[src/rtl/rotator_gen_if.sv]
// Handshake bundle between a twiddle consumer (master) and rotator_gen (slave).
// W must match the W of the rotator_gen instance it connects to.
interface rotator_gen_if #(
  parameter int W = 18
) ();
  logic                start;
  logic [3:0]          stage;
  logic                inv;
  logic                rot_ready;
  logic                rot_valid;
  logic signed [W-1:0] rotator_real;
  logic signed [W-1:0] rotator_img;
  logic                rot_last;
  logic                busy;
  logic                done;

  modport master (
    output start, stage, inv, rot_ready,
    input  rot_valid, rotator_real, rotator_img, rot_last, busy, done
  );

  modport slave (
    input  start, stage, inv, rot_ready,
    output rot_valid, rotator_real, rotator_img, rot_last, busy, done
  );
endinterface

[src/rtl/rotator_gen.sv]
// Radix-2 DIF twiddle generator: per-stage sequence of e^(-j*2*pi*k/N) built from
// a quarter-wave cosine table, three-stage pipeline with valid/ready output.
module rotator_gen #(
  parameter int LOG2N = 6,
  parameter int W     = 18
) (
  input logic          clk,
  input logic          rst,
  rotator_gen_if.slave io
);
  localparam int  N   = 1 << LOG2N;
  localparam int  Q   = N / 4;
  localparam int  JW  = LOG2N - 1;
  localparam int  RW  = LOG2N - 2;
  localparam real PI  = 3.14159265358979323846;
  localparam real AMP = 2.0 ** (W - 2);

  typedef enum logic [1:0] {S_IDLE, S_RUN, S_FLUSH} state_t;

  // NOTE: the table is elaboration-time constants driven onto wires, not a
  // storage array, so it has no reset and costs no flops.
  logic signed [W-1:0] w_rom [0:Q];
  for (genvar g = 0; g <= Q; g++) begin : g_rom
    localparam int VAL = $rtoi(AMP * $cos(2.0 * PI * real'(g) / real'(N)) + 0.5);
    assign w_rom[g] = W'(VAL);
  end

  state_t              r_state;
  state_t              w_next;
  logic [JW-1:0]       r_j;
  logic [3:0]          r_stage;
  logic                r_inv;

  logic                w_en;
  logic                w_busy;
  logic                w_accept;
  logic                w_issue;
  logic [3:0]          w_stage_in;
  logic [3:0]          w_stage_cur;
  logic [JW-1:0]       w_j_cur;
  logic [JW-1:0]       w_mask;
  logic [LOG2N-1:0]    w_k;
  logic                w_last_issue;

  logic                r_s1_valid;
  logic                r_s1_last;
  logic [1:0]          r_s1_quad;
  logic [RW-1:0]       r_s1_r;
  logic                r_s2_valid;
  logic                r_s2_last;
  logic [1:0]          r_s2_quad;
  logic signed [W-1:0] r_s2_ca;
  logic signed [W-1:0] r_s2_cb;
  logic                r_valid;
  logic                r_last;
  logic                r_done;
  logic signed [W-1:0] r_real;
  logic signed [W-1:0] r_img;

  logic [RW:0]         w_idx_b;
  logic signed [W-1:0] w_re;
  logic signed [W-1:0] w_sin;
  logic signed [W-1:0] w_im;

  assign w_en = !r_valid || io.rot_ready;

  // NOTE: sequential state uses non-blocking assignments so every flop samples
  // pre-edge values regardless of process ordering.
  always_ff @(posedge clk or negedge rst) begin
    if (!rst) r_state <= S_IDLE;
    else      r_state <= w_next;
  end

  always_comb begin
    // NOTE: default assignment first keeps this block free of inferred latches.
    w_next = r_state;
    case (r_state)
      S_IDLE:  if (io.start) w_next = S_RUN;
      S_RUN:   if (w_en && (r_j == {JW{1'b1}})) w_next = S_FLUSH;
      S_FLUSH: if (r_valid && io.rot_ready && r_last) w_next = S_IDLE;
      default: w_next = S_IDLE;
    endcase
  end

  always_comb begin
    w_busy   = (r_state != S_IDLE);
    w_accept = (r_state == S_IDLE) && io.start;
    w_issue  = w_accept || ((r_state == S_RUN) && w_en);
  end

  // j = 0 is issued in the start cycle itself, using the live stage input.
  always_comb begin
    w_stage_in   = (io.stage >= 4'(LOG2N)) ? 4'(LOG2N - 1) : io.stage;
    w_stage_cur  = w_accept ? w_stage_in : r_stage;
    w_j_cur      = w_accept ? '0 : r_j;
    w_mask       = {JW{1'b1}} >> w_stage_cur;
    w_k          = {1'b0, w_j_cur & w_mask} << w_stage_cur;
    w_last_issue = (w_j_cur == {JW{1'b1}});
  end

  always_ff @(posedge clk or negedge rst) begin
    if (!rst) begin
      r_j     <= '0;
      r_stage <= '0;
      r_inv   <= 1'b0;
    end else if (w_accept) begin
      r_j     <= JW'(1);
      r_stage <= w_stage_in;
      r_inv   <= io.inv;
    end else if ((r_state == S_RUN) && w_en) begin
      r_j     <= r_j + JW'(1);
    end
  end

  assign w_idx_b = (RW + 1)'(Q) - {1'b0, r_s1_r};

  always_ff @(posedge clk or negedge rst) begin
    if (!rst) begin
      r_s1_valid <= 1'b0;
      r_s1_last  <= 1'b0;
      r_s1_quad  <= '0;
      r_s1_r     <= '0;
      r_s2_valid <= 1'b0;
      r_s2_last  <= 1'b0;
      r_s2_quad  <= '0;
      r_s2_ca    <= '0;
      r_s2_cb    <= '0;
      r_valid    <= 1'b0;
      r_last     <= 1'b0;
      r_real     <= '0;
      r_img      <= '0;
    end else if (w_en) begin
      r_s1_valid <= w_issue;
      r_s1_last  <= w_issue && w_last_issue;
      r_s1_quad  <= w_k[LOG2N-1 -: 2];
      r_s1_r     <= w_k[RW-1:0];
      r_s2_valid <= r_s1_valid;
      r_s2_last  <= r_s1_last;
      r_s2_quad  <= r_s1_quad;
      r_s2_ca    <= w_rom[{1'b0, r_s1_r}];
      r_s2_cb    <= w_rom[w_idx_b];
      r_valid    <= r_s2_valid;
      r_last     <= r_s2_last;
      r_real     <= w_re;
      r_img      <= w_im;
    end
  end

  // ca = C[r] = cos(phi), cb = C[N/4-r] = sin(phi); rotate by the quadrant.
  always_comb begin
    w_re  = r_s2_ca;
    w_sin = r_s2_cb;
    case (r_s2_quad)
      2'd1: begin w_re = -r_s2_cb; w_sin =  r_s2_ca; end
      2'd2: begin w_re = -r_s2_ca; w_sin = -r_s2_cb; end
      2'd3: begin w_re =  r_s2_cb; w_sin = -r_s2_ca; end
      default: ;
    endcase
    w_im = r_inv ? w_sin : -w_sin;
  end

  always_ff @(posedge clk or negedge rst) begin
    if (!rst) r_done <= 1'b0;
    else      r_done <= r_valid && io.rot_ready && r_last;
  end

  assign io.rot_valid    = r_valid;
  assign io.rot_last     = r_last;
  assign io.rotator_real = r_real;
  assign io.rotator_img  = r_img;
  assign io.busy         = w_busy;
  assign io.done         = r_done;
endmodule

[src/flat_wrapper.sv]
// flat-port wrapper written by rule: the top's interface ports become plain ports
module rotator_gen_flat 
#(
  parameter int LOG2N = 6,
  parameter int W     = 18
)
  (clk, rst, io_start, io_stage, io_inv, io_rot_ready, io_rot_valid, io_rotator_real, io_rotator_img, io_rot_last, io_busy, io_done);
  rotator_gen_if #(.W(W)) io_i ();
  input logic clk;
  input logic rst;
  input wire logic [$bits(io_i.start)-1:0] io_start;
  input wire logic [$bits(io_i.stage)-1:0] io_stage;
  input wire logic [$bits(io_i.inv)-1:0] io_inv;
  input wire logic [$bits(io_i.rot_ready)-1:0] io_rot_ready;
  output wire logic [$bits(io_i.rot_valid)-1:0] io_rot_valid;
  output wire logic [$bits(io_i.rotator_real)-1:0] io_rotator_real;
  output wire logic [$bits(io_i.rotator_img)-1:0] io_rotator_img;
  output wire logic [$bits(io_i.rot_last)-1:0] io_rot_last;
  output wire logic [$bits(io_i.busy)-1:0] io_busy;
  output wire logic [$bits(io_i.done)-1:0] io_done;
  assign io_i.start = io_start;
  assign io_i.stage = io_stage;
  assign io_i.inv = io_inv;
  assign io_i.rot_ready = io_rot_ready;
  assign io_rot_valid = io_i.rot_valid;
  assign io_rotator_real = io_i.rotator_real;
  assign io_rotator_img = io_i.rotator_img;
  assign io_rot_last = io_i.rot_last;
  assign io_busy = io_i.busy;
  assign io_done = io_i.done;
  rotator_gen #(.LOG2N(LOG2N), .W(W)) u_core (.clk(clk), .rst(rst), .io(io_i));
endmodule
[config.mk]
export PLATFORM = sky130hd
export DESIGN_NAME = rotator_gen_flat
export DESIGN_NICKNAME = d
export VERILOG_FILES = /design/src/rtl/rotator_gen_if.sv /design/src/rtl/rotator_gen.sv /design/src/flat_wrapper.sv
export SDC_FILE = /design/constraint.sdc
export NUM_CORES = 1
export LEC_CHECK = 0
export CORE_AREA = 2 2 140 142
export CTS_CLUSTER_SIZE = 16
export DETAILED_ROUTE_END_ITERATION = 10
export DIE_AREA = 0 0 142 144
export GPL_TIMING_DRIVEN = 0
export SLEW_MARGIN = 20
export SYNTH_ARGS = -nofsm -noshare
export SYNTH_HDL_FRONTEND = slang
export SYNTH_SLANG_ARGS = --single-unit
[constraint.sdc]
create_clock -name clk -period 3.6 [get_ports clk]
set_input_delay 0.9 -clock clk [delete_from_list [all_inputs] [get_ports clk]]
set_output_delay 0.9 -clock clk [all_outputs]
set_load 0.005 [all_outputs]
# == After elaboration in Yosys (flattened, before gate mapping) ==
# Memory sizes are Yosys's and may differ from the RTL's. A register that Yosys moved wholly into a read port is not among the register bits.
# Cells that the tools add are included.
# word_totals
ff_bits,63
rom_bits,1152
in_bits,9
mem_count,2
# op_classes
addsub,5
n_lt_le_gt_ge,1
eq_ne,10
n_shift,2
n_mux,12
bitwise,3
n_reduce_logical,15
# mem_list
name,depth,word_bits,rd,rd_clocked_by_memory_dff,write_ports,line_no,rtl
(name not given),32,18,1,1,0,rotator_gen.sv:140,"r_s2_ca <= w_rom[{1'b0, r_s1_r}];"
(name not given),32,18,1,1,0,rotator_gen.sv:141,r_s2_cb <= w_rom[w_idx_b];
# op_table
op,n
$pmux W18 S3,2
$neg A18 Y18,3
$mux W18,1
$mux W5,3
$eq A5 B5 Y1 const B,2
$mux W4,2
$eq A2 B2 Y1 const B,3
$logic_and A1 B1 Y1,6
$mux W2,3
$not A4 Y6,1
$not A5 Y6,1
$pmux W2 S3,1
$shl A5 B4 Y6,1
$add A5 B1 Y5 const B,1
$and A5 B5 Y5,1
$shr A5 B4 Y5 const A,1
$sub A5 B4 Y5 const A,1
$eq A2 B1 Y1 const B,2
$ge A4 B3 Y1 const B,1
$ne A2 B1 Y1 const B,2
$reduce_bool A2 Y1,2
$logic_not A1 Y1,3
$reduce_and A3 Y1,1
$logic_not A2 Y1,1
other kinds (2),3

# == Logic depth before layout (Yosys ltp) ==
# logic_depth
word_depth,6
mapped_depth,10
mapped_depth_nobuf,10

# == Worst setup path before layout ==
# Ideal clock, no wire load.
# synth_path
kind,register to register
start,register u_core.r_s2_cb[5]
end,"register u_core.r_img[17], in the netlist u_core.io.rotator_img[17]"
setup_ns,0.077
t_arrival_ns,2.767
t_required_ns,3.523
setup_slack_ns,0.756
stages_incl_launch_ff,11
n_path_buf,2
synth_period_minus_slack_ns,2.844
path_cell_list,dfrtp_1 -> buf_6 -> or4_4 -> buf_6 -> or4_4 -> a221o_1 -> and3_4 -> a211oi_2 -> a41oi_1 -> xor2_1 -> a21oi_1
# synth_between
elab_chain_len,4
# synth_lines
element,line_no,rtl
from (decl),rotator_gen.sv:53,logic signed [W-1:0] r_s2_cb;
$neg A18 Y18,rotator_gen.sv:155,2'd2: begin w_re = -r_s2_ca; w_sin = -r_s2_cb; end
$pmux W18 S3 (*),rotator_gen.sv:153,case (r_s2_quad)
$neg A18 Y18,rotator_gen.sv:159,w_im = r_inv ? w_sin : -w_sin;
$mux W18 (*),rotator_gen.sv:159,
to (signal assigned),rotator_gen.sv:145,r_img <= w_im;
to (decl),rotator_gen.sv:58,logic signed [W-1:0] r_img;
# Every way passes the cells marked *; elsewhere a longest branch is shown, timed or not.
# A chain may end at the register's enable or synchronous reset.

# == Final worst setup path ==
# layout_path
start,register u_core.r_s2_ca[3]
end,"register u_core.r_img[15], in the netlist u_core.io.rotator_img[15]"
# layout_between
elab_chain_len,4
# layout_lines
element,line_no,rtl
from (decl),rotator_gen.sv:52,logic signed [W-1:0] r_s2_ca;
$neg A18 Y18,rotator_gen.sv:156,2'd3: begin w_re = r_s2_cb; w_sin = -r_s2_ca; end
$pmux W18 S3 (*),rotator_gen.sv:153,
$neg A18 Y18,rotator_gen.sv:159,
$mux W18 (*),rotator_gen.sv:159,
# Marked as above.

==> flow_metrics.env <==
export IMPL_nets=846
export IMPL_drv_cap=0
export IMPL_wl_met3_mm=1.03
export IMPL_drcViolationCount=0
export IMPL_synth_seq_cells=97
export IMPL_vias_per_cell=5.60
export IMPL_clk_pin_slew_ns=0.08
export IMPL_status="finished clean"
export IMPL_rr_worst_depth=9
export IMPL_met1_length_mm=8.97
export IMPL_cts_made_buffers=9
export IMPL_drt_initial_drc_count=732
export IMPL_setup_viol=0
export IMPL_post_cts_resize_count=0
export IMPL_grt_usage=0.202
export IMPL_async_flop_share=1.00
export IMPL_place_congestion=0.935
export IMPL_final_setup_worst_slack_ns=0.277
export IMPL_dr_pass1_iters=5
export IMPL_grt_pass1_vias=5690
export IMPL_postLayoutCoreUtil=0.399
export IMPL_clk_latency_ns=0.37
export IMPL_postRouteAntennaNets=0
export IMPL_cts_root_buf="clkbuf_16"
export IMPL_clock_sinks=97
export IMPL_die_x_um=142
export IMPL_gr_total_overflow=0
export IMPL_critPathKind="flop to flop"
export IMPL_grt_pass1_wl_mm=31.8
export IMPL_post_dp_cell_area_mm2=0.00729
export IMPL_die_area_mm2=0.0204
export IMPL_synthCells=762
export IMPL_start_kind="flop"
export IMPL_hold_class="input port to async pin"
export IMPL_met2_length_mm=9.73
export IMPL_crit_path_max_fanout=8
export IMPL_rsz0062_at_grt="false"
export IMPL_critical_path_arrival_ns=3.58
export IMPL_synth_cell_type_count=68
export IMPL_skew_ns=0.0130
export IMPL_yosysSeqAreaShare=0.375
export IMPL_post_drt_wl_per_cell_um=19.0
export IMPL_max_slew_margin=0.392
export IMPL_vias=5962
export IMPL_avgSynthCellArea_um2=8.50
export IMPL_post_cts_buffers=0
export IMPL_synth_area_leader_cell="dfrtp_1"
export IMPL_ir_worst_vdd_uv=350
export IMPL_slew_violations=0
export IMPL_htree_levels=3
export IMPL_endpoint_kind="flop"
export IMPL_diodes=0
export IMPL_crit_chain="or4_1, buf_2, o31ai_1, xor2_1, a32oi_1, nor4_2, a31oi_1, xnor2_1, mux2_2"
export IMPL_die_h_um=144
export IMPL_grt_antenna_before_repair=0
export IMPL_p_switching_mw=3.15
export IMPL_switching_share=0.452
export IMPL_p_int_mw=3.81
export IMPL_layout_drive_gt1_share=0.0689
export IMPL_dp_final_hpwl_mm=15.0
export IMPL_wl_mm=20.3
export IMPL_dr_max_layer_used="met4"
export IMPL_synth_top_cell_area_share=0.375
export IMPL_r2r_end="u_core.io.rotator_img[15]"
export IMPL_clkPwrFrac=0.153
export IMPL_coreArea_mm2=0.0191
export IMPL_initial_core_util=0.340
export IMPL_reg2reg_slack_ns=0.28
export IMPL_timing_rr_start="u_core.r_s2_ca[3]"
export IMPL_clk_path_buf_depth=2
export IMPL_syn_num_nets=786
export IMPL_synth_area_leaders="dfrtp_1, nand2_1, o21ai_0, xnor2_1, nor2_1"
export IMPL_synth_common_cells="nand2_1, dfrtp_1, o21ai_0"
export IMPL_synth_area_mm2=0.00648
export IMPL_placementRows=51
export IMPL_yosysWarnings=0
export IMPL_io_pins=49
export IMPL_p_per_area_mw_per_mm2=914
export IMPL_area_delta_synth_final_pct=17.5
export IMPL_power_frac_seq=0.263
export IMPL_yosysMostFrequentCell="nand2_1"
export IMPL_crit_slowest_cell="or4_1"
export IMPL_period_share=0.923
export IMPL_synth_main_ff_cell="dfrtp_1"
export IMPL_min_period_ns=3.32
export IMPL_io_buffers=48
export IMPL_required_ns=3.85
export IMPL_max_freq_mhz=301
export IMPL_dp_slack_ns=0.0384
export IMPL_worstMarginPinSlew_ns=0.903
export IMPL_crit_family="simple AND/OR/NAND/NOR gates"
export IMPL_grt_max_degree=69
export IMPL_cp_slowest_stage_delay_ns=0.52
export IMPL_final_area_mm2=0.00761
export IMPL_finalHoldViolations=0
export IMPL_cts_tree="yes"
export IMPL_cellLeakagePower_nw=3.25
export IMPL_ctsHoldBuffers=0
export IMPL_synth_edf_count=0
export IMPL_pwr_share_comb=0.584
export IMPL_cp_num_buf_inv=1
worst register-to-register path, delay by kind of cell, from the launching register on:
kind                      cells  cell delay [ns]
AOI/OAI and AO/OA             3             0.73
xor gates and xnor gates      2             0.53
buffers and inverters         1             0.19
DFF                           1             0.48
muxes                         1             0.26
and+or+nand+nor               2             1.04
metal layers:
metal  global-route usage  vias up
met4               0.0642        0
met2                0.335      204
li1                     -     2841
met1                0.273     2881
met3               0.0315       36
met5                    0        -
power groups by stage:
stage	registers (mW)	logic [mW]	clock network, mW
after global routing	1.88	4.48	1.12
after CTS	1.82	4.03	1.08
after floorplan	1.77	2.75	0
final	1.83	4.06	1.07
after global placement	1.84	3.99	0
after detailed placement	1.84	4.01	0
cell type report:
| cell class | count | area, µm² |
|---|---|---|
| plain buffers | 63 | 274 |
| clock buffers | 10 | 239 |
| clock inverters | 6 | 78.8 |
| fillers | 1949 | 11500 |
| inverters | 21 | 78.8 |
| multi-input cells | 581 | 3710 |
| flip-flops and latches | 97 | 2430 |
| well taps | 238 | 298 |
| repair buffers | 49 | 509 |
kinds of logic (layout without fill, tap and decap cells):
logic type	Yosys count	count (layout)	synth area share
multiplexers	32	32	0.0608
AND/OR/NAND/NOR	265	265	0.196
flip-flops	97	97	0.375
adder cells (fa/ha/maj)	15	15	0.0290
XOR/XNOR	56	56	0.0757
AO/OA/AOI/OAI	213	213	0.210
buffers and inverters	84	149	0.0544
state kept, by name, summed over array words and instances (netlist names), 2 cells and up:
| register | cells |
|---|---|
| u_core.io.rotator_img | 18 |
| u_core.r_j | 5 |
| u_core.r_s2_cb | 17 |
| u_core.r_s2_ca | 17 |
| u_core.r_stage | 4 |
| u_core.r_state | 2 |
| u_core.r_s1_quad | 2 |
| u_core.io.rotator_real | 18 |
| u_core.r_s1_r | 4 |
| u_core.r_s2_quad | 2 |
worst max path at each step:
stage,start,endpoint,slack [ns],cells after the start
floorplan,u_core.r_s2_cb[5],u_core.io.rotator_img[17],0.76,10
global placement,rst,u_core.r_j[0],-2.18,1
detailed placement,io_start,u_core.r_s1_quad[0],0.04,8
CTS,u_core.r_s2_cb[1],u_core.io.rotator_img[15],0.25,10
global route,u_core.r_s2_ca[2],u_core.io.rotator_img[15],0.05,10
finish,u_core.r_s2_ca[3],u_core.io.rotator_img[15],0.28,9
per-stage QoR:
step | instances | hold WS (ns) | total power [mW] | setup TNS [ns]
2_1_floorplan | 762 | 0.430 | 4.52 | 0
6_report | 1065 | 0.403 | 6.96 | 0
3_5_place_dp | 1049 | 0.451 | 5.86 | 0
4_1_cts | 1065 | 0.415 | 6.94 | 0
5_1_grt | 1065 | 0.429 | 7.49 | 0
3_3_place_gp | 1048 | 0.448 | 5.83 | -210.26
placed cells by master (no fill, tap or decap), drive strengths merged, types with 7 or more instances in the layout:
cell type      count
clkbuf            57
nor2              65
nand2            108
mux2               9
dfrtp             97
buf               18
a31oi              9
or4                9
nor3              15
and3              10
xor2              26
a21oi             46
nor4              13
o31ai              9
xnor2             30
nand2b             7
clkdlybuf4s50     47
mux2i             18
ha                15
inv               24
nand3              8
o21ai             80
No activity file was read; power rests on OpenSTA's default activity.
